## src/rtl/modmul_rr_sched.sv

```systemverilog
`default_nettype none
// ============================================================================
// Module   : modmul_rr_sched (with helper modred_v2)
// Desc     : Round-robin arbiter in front of a 3-stage (a*b) mod (2^(LOGQ-1)+1)
//            pipeline with result backpressure and requester tagging.
// Options  : define MODMUL_RR_SCHED_CNT_EN to add the 32-bit op_count output.
// Revision : 1.0 - initial release
// ============================================================================

module modred_v2 #(
    parameter int LOGQ = 17
) (
    input  logic [2*LOGQ-1:0] x_i,
    output logic [LOGQ-1:0]   r_o
);

    localparam int N  = LOGQ - 1;
    localparam int TW = LOGQ + 2;
    localparam logic [TW-1:0] Q_W = TW'((64'd1 << N) + 64'd1);

    logic [N-1:0]  c0;
    logic [N-1:0]  c1;
    logic [1:0]    c2;
    logic [TW-1:0] t0;
    logic [TW-1:0] t1;

    // 2^N == -1 mod Q, so x mod Q is the alternating sum of N-bit chunks.
    // The product never exceeds 2N+2 bits, leaving only a 2-bit top chunk.
    assign c0 = x_i[N-1:0];
    assign c1 = x_i[2*N-1:N];
    assign c2 = x_i[2*LOGQ-1:2*N];

    // Adding Q keeps t0 non-negative; t0 lies in [2, 2Q+1], hence two folds.
    assign t0  = TW'(c0) + TW'(c2) + Q_W - TW'(c1);
    assign t1  = (t0 >= Q_W) ? (t0 - Q_W) : t0;
    assign r_o = LOGQ'((t1 >= Q_W) ? (t1 - Q_W) : t1);

endmodule

module modmul_rr_sched #(
    parameter int LOGQ = 17,
    parameter int NREQ = 4,
    parameter int IDW  = 2
) (
    input  logic                 clk,
    input  logic                 rst,
    input  logic [NREQ-1:0]      req,
    input  logic [NREQ*LOGQ-1:0] op_a,
    input  logic [NREQ*LOGQ-1:0] op_b,
    output logic [NREQ-1:0]      gnt,
    output logic                 res_valid,
    output logic [IDW-1:0]       res_id,
    output logic [LOGQ-1:0]      res,
    input  logic                 res_ready,
    output logic                 busy
`ifdef MODMUL_RR_SCHED_CNT_EN
    ,
    output logic [31:0]          op_count
`endif
);

    logic [IDW-1:0]    ptr_q;
    logic [IDW-1:0]    ptr_d;
    logic              v1_q;
    logic              v2_q;
    logic              v3_q;
    logic [LOGQ-1:0]   a1_q;
    logic [LOGQ-1:0]   b1_q;
    logic [IDW-1:0]    id1_q;
    logic [IDW-1:0]    id2_q;
    logic [IDW-1:0]    id3_q;
    logic [2*LOGQ-1:0] prod2_q;
    logic [2*LOGQ-1:0] prod_d;
    logic [LOGQ-1:0]   res_q;
    logic [LOGQ-1:0]   red_d;

    logic              stall;
    logic              found;
    logic              grant;
    logic [IDW-1:0]    win;
    logic [LOGQ-1:0]   sel_a;
    logic [LOGQ-1:0]   sel_b;

    assign stall = v3_q & ~res_ready;

    // Two passes: first requesters at or above ptr, then the wrapped ones.
    always_comb begin
        found = 1'b0;
        win   = '0;
        for (int j = 0; j < NREQ; j++) begin
            if (!found && req[j] && (IDW'(j) >= ptr_q)) begin
                found = 1'b1;
                win   = IDW'(j);
            end
        end
        for (int j = 0; j < NREQ; j++) begin
            if (!found && req[j]) begin
                found = 1'b1;
                win   = IDW'(j);
            end
        end
    end

    assign grant = found & ~stall & ~rst;

    always_comb begin
        gnt   = '0;
        sel_a = '0;
        sel_b = '0;
        for (int j = 0; j < NREQ; j++) begin
            if (win == IDW'(j)) begin
                gnt[j] = grant;
                sel_a  = op_a[j*LOGQ +: LOGQ];
                sel_b  = op_b[j*LOGQ +: LOGQ];
            end
        end
    end

    always_comb begin
        ptr_d = ptr_q;
        if (grant) begin
            ptr_d = (win == IDW'(NREQ - 1)) ? '0 : (win + IDW'(1));
        end
    end

    assign prod_d = (2*LOGQ)'(a1_q) * (2*LOGQ)'(b1_q);

    modred_v2 #(
        .LOGQ (LOGQ)
    ) u_modred (
        .x_i (prod2_q),
        .r_o (red_d)
    );

    // Whole pipeline moves as one; a stall freezes every stage including ptr.
    always_ff @(posedge clk or posedge rst) begin
        if (rst) begin
            ptr_q   <= '0;
            v1_q    <= 1'b0;
            v2_q    <= 1'b0;
            v3_q    <= 1'b0;
            a1_q    <= '0;
            b1_q    <= '0;
            id1_q   <= '0;
            id2_q   <= '0;
            id3_q   <= '0;
            prod2_q <= '0;
            res_q   <= '0;
        end else if (!stall) begin
            ptr_q <= ptr_d;
            v1_q  <= grant;
            v2_q  <= v1_q;
            v3_q  <= v2_q;
            if (grant) begin
                a1_q  <= sel_a;
                b1_q  <= sel_b;
                id1_q <= win;
            end
            if (v1_q) begin
                prod2_q <= prod_d;
                id2_q   <= id1_q;
            end
            if (v2_q) begin
                res_q <= red_d;
                id3_q <= id2_q;
            end
        end
    end

    assign res       = res_q;
    assign res_id    = id3_q;
    assign res_valid = v3_q;
    assign busy      = v1_q | v2_q | v3_q;

`ifdef MODMUL_RR_SCHED_CNT_EN
    logic [31:0] cnt_q;

    always_ff @(posedge clk or posedge rst) begin
        if (rst) begin
            cnt_q <= '0;
        end else if (grant) begin
            cnt_q <= cnt_q + 32'd1;
        end
    end

    assign op_count = cnt_q;
`else
    // Acceptance counter not built in this configuration.
`endif

endmodule

`default_nettype wire

```

## config.mk

```make
export PLATFORM = sky130hd
export DESIGN_NAME = modmul_rr_sched
export DESIGN_NICKNAME = d
export VERILOG_FILES = /design/src/rtl/modmul_rr_sched.sv
export SDC_FILE = /design/constraint.sdc
export NUM_CORES = 1
export LEC_CHECK = 0
export BUFFER_PORTS_ARGS = -buffer_cell sky130_fd_sc_hd__clkbuf_2
export CAP_MARGIN = 20
export CORE_MARGIN = 2
export CORE_UTILIZATION = 26
export DETAILED_ROUTE_END_ITERATION = 10
export PLACE_DENSITY = 0.42
export RECOVER_POWER = 25
export SKIP_CTS_REPAIR_TIMING = 1
export SLEW_MARGIN = 5
export SYNTH_ARGS = -nofsm -noshare
export SYNTH_HDL_FRONTEND = slang
export SYNTH_SLANG_ARGS = --single-unit
```

## constraint.sdc

```tcl
create_clock -name clk -period 18.4 [get_ports clk]
set_clock_uncertainty 0.15 [all_clocks]
set_input_delay 0.92 -clock clk [delete_from_list [all_inputs] [get_ports clk]]
set_output_delay 0.92 -clock clk [all_outputs]
set_load 0.01 [all_outputs]
```

==> flow_summary.yaml <==
place:
  dpl.cell_count: 2948
  dp_hpwl_um: 39000
  dpl_cell_area_sq_mm: 0.0183
  gp_congestion: 0.877
  port-buffer-count: 167
timing:
  rsz0062_at_grt: "false"
  worst_pin_slew_ns: 2.64
  tns_ns: 0
  fin_crit_sh_pct: 39.2
  fmax_ghz: 0.139
  drv_slew: 107
  setup_viol: 0
  hold_violations: 0
  max_slew_margin_pct: -76.2
  finalCriticalPeriod_ns: 7.22
clocking:
  htree_levels: 3
  cts_root_buf: "clkbuf_16"
  cts_buffers: 9
  path_clk_slew_ns: 0.07
  cts.sinks: 96
  clockBufferDepth: 2
  clk_latency_ns: 0.39
  cts_tree: "done"
run_status:
  status: "finished, violations left"
  violations: "capacitance limit, slew limit"
flow_run:
  max-cap-violations: 2
worst_setup_path:
  max_stage_delay_ns: 0.82
  crit_path_frequent_cell: "fa_1"
  path_delay_family: "adder cells"
  worstPathMaxFanout: 18
  critPathKind: "reg2reg"
  critPathLaunchType: "flip-flop"
  path_cells: "nand2_1 > fa_1 > inv_1 > fa_1 > inv_1 > fa_1 > fa_1 > inv_1 > fa_1 > fa_1 > ha_1 > a21o_1 > a21oi_1 > o21bai_1 > a21oi_1 > a2bb2oi_1 > a31oi_1 > o2111ai_1 > nand4_1 > nand2_1 > o2111ai_1 > a21oi_1 > xnor2_1 > o21ai_0"
  crit_buf_inv: 3
  end_kind: "flip-flop"
  crit_arrival_ns: 7.23
  crit_slowest_cell: "dfrtp_1"
  worst_ep_required_time_ns: 18.42
synth:
  syn_avg_cell_area_sq_um: 8.25
  ys_warn_count: 0
  synth_enable_flop_cells: 0
  syn_inst: 2026
  ys_ff_latch: 96
  ys_seq_area_share_pct: 14.4
  synthArstFlopShare_pct: 100
  dominantRegCellSynth: "dfrtp_1"
  synth_fp_nets: 2545
  synth_cell_types: 85
  syn_area_sq_mm: 0.0167
floorplanning:
  core_sq_mm: 0.0633
  start_util_pct: 26.4
  row_count: 92
  die_h_um: 258
  dieArea_sq_mm: 0.0663
  ios: 168
  die_w_um: 258
layout:
  mostFrequentLayoutCells: "331 x nand2_1, 291 x inv_1, 226 x fa_1"
  instances_no_fill: 2964
  fin_nets: 2633
  fillers: 6884
  n_antenna_cell: 0
  final_common_cell: "nand2_1"
  final_cell_area_sq_mm: 0.0186
  syn_to_final_growth_pct: 11.4
  layout-drive-gt1-share_pct: 10.8
global_routing:
  overflow: 0
  grt_start_max_net_pins: 76
  grt_pass1_vias: 14300
  grt_antenna_before_repair: 2
  grt_pass1_wl_um: 78600
  grt_util_all_layers_pct: 14.9
routing:
  vias: 13700
  drc_errors: 0
  wire_per_inst_um: 16.3
  via_per_inst: 4.62
  top_layer: "met5"
  wl_met2_um: 22400
  drt_pass1_iterations: 7
  wl_met3_um: 1930
  drt_wl_total_um: 48300
  m1WireLength_um: 23300
  final_antenna_net_count: 0
  drt-initial-drc-count: 790
min_path:
  hold_class: "reg2reg"
[kinds of logic (layout without fill, tap and decap cells)]
kind of cell	after synthesis	after routing	synth area share [%]
DFF	96	96	14.4
and+or+nand+nor	703	703	19.5
muxes	13	13	0.831
adders and majority gates	376	376	38.3
xor gates and xnor gates	71	71	3.77
AOI/OAI and AO/OA	366	366	14.2
buffers and inverters	401	493	9.05
[synth_stat cells (14+ instances only)]
library cell | instances | area (sq um)
dfrtp_1 | 96 | 2400
xor2_1 | 30 | 263
a22oi_1 | 33 | 248
nand3_1 | 25 | 125
nor2_1 | 127 | 477
nand2_1 | 332 | 1250
a21oi_1 | 114 | 571
clkbuf_1 | 104 | 390
and2_1 | 105 | 657
a21o_1 | 15 | 113
xnor2_1 | 40 | 350
inv_1 | 292 | 1100
ha_1 | 150 | 1880
and3_1 | 18 | 113
fa_1 | 226 | 4520
a31oi_1 | 14 | 87.6
o21ai_0 | 91 | 455
nor3_1 | 27 | 135
[flip-flops by register name (all words and copies together) (netlist names)]
name       flops
a1_q          17
v1_q           1
b1_q          17
ptr_q          2
id2_q          2
id1_q          2
res_id         2
prod2_q       34
v2_q           1
res           17
res_valid      1
[tightest hold or removal path, cell delays in order (launching register included)]
cell	delay, ns
dfrtp_1	0.34
nand2_1	0.05
nand2_1	0.05
[per-layer routing]
metal	global-route usage [%]	up-vias
met5	0	-
met4	3.10	4
met3	2.16	35
met2	24.7	311
met1	20.7	6630
li1	-	6700
[layout make-up]
cell class / instances / area [sq um] / area share (%)
clock inverters: 6 / 68.8 / 0.369
well taps: 846 / 1060 / 5.68
multi-input cells: 1529 / 12800 / 68.8
inverters: 292 / 1100 / 5.89
repair buffers: 186 / 963 / 5.17
flip-flops and latches: 96 / 2400 / 12.9
clock buffers: 9 / 225 / 1.21
[path summary, 6_finish.rpt]
| path | start | to | slack [ns] | cells after the start |
|---|---|---|---|---|
| worst max-delay path | b1_q[5] | prod2_q[33] | 11.18 | 24 |
| worst min-delay path | res_id[1] | res_id[1] | 0.33 | 2 |
| worst max register to register | b1_q[5] | prod2_q[33] | 11.18 | 24 |
| worst min register to register | res_id[1] | res_id[1] | 0.33 | 2 |
| max in group asynchronous | rst | prod2_q[11] | 15.80 | 3 |
| min in group asynchronous | rst | a1_q[12] | 0.78 | 2 |
[per-stage QoR]
stage | hold slack (ns) | util [%] | setup WS (ns)
finish | 0.326 | 29.4 | 11.18
global route | 0.354 | 29.4 | 10.62
CTS | 0.334 | 29.4 | 11.17
global placement | 0.314 | 29.0 | 11.23
detailed placement | 0.316 | 29.0 | 11.23
floorplan | 0.283 | - | 11.92
Power is left out: the tool's default activity adds up to more than one toggle a clock period on the data nets, which glitch-free logic cannot reach.
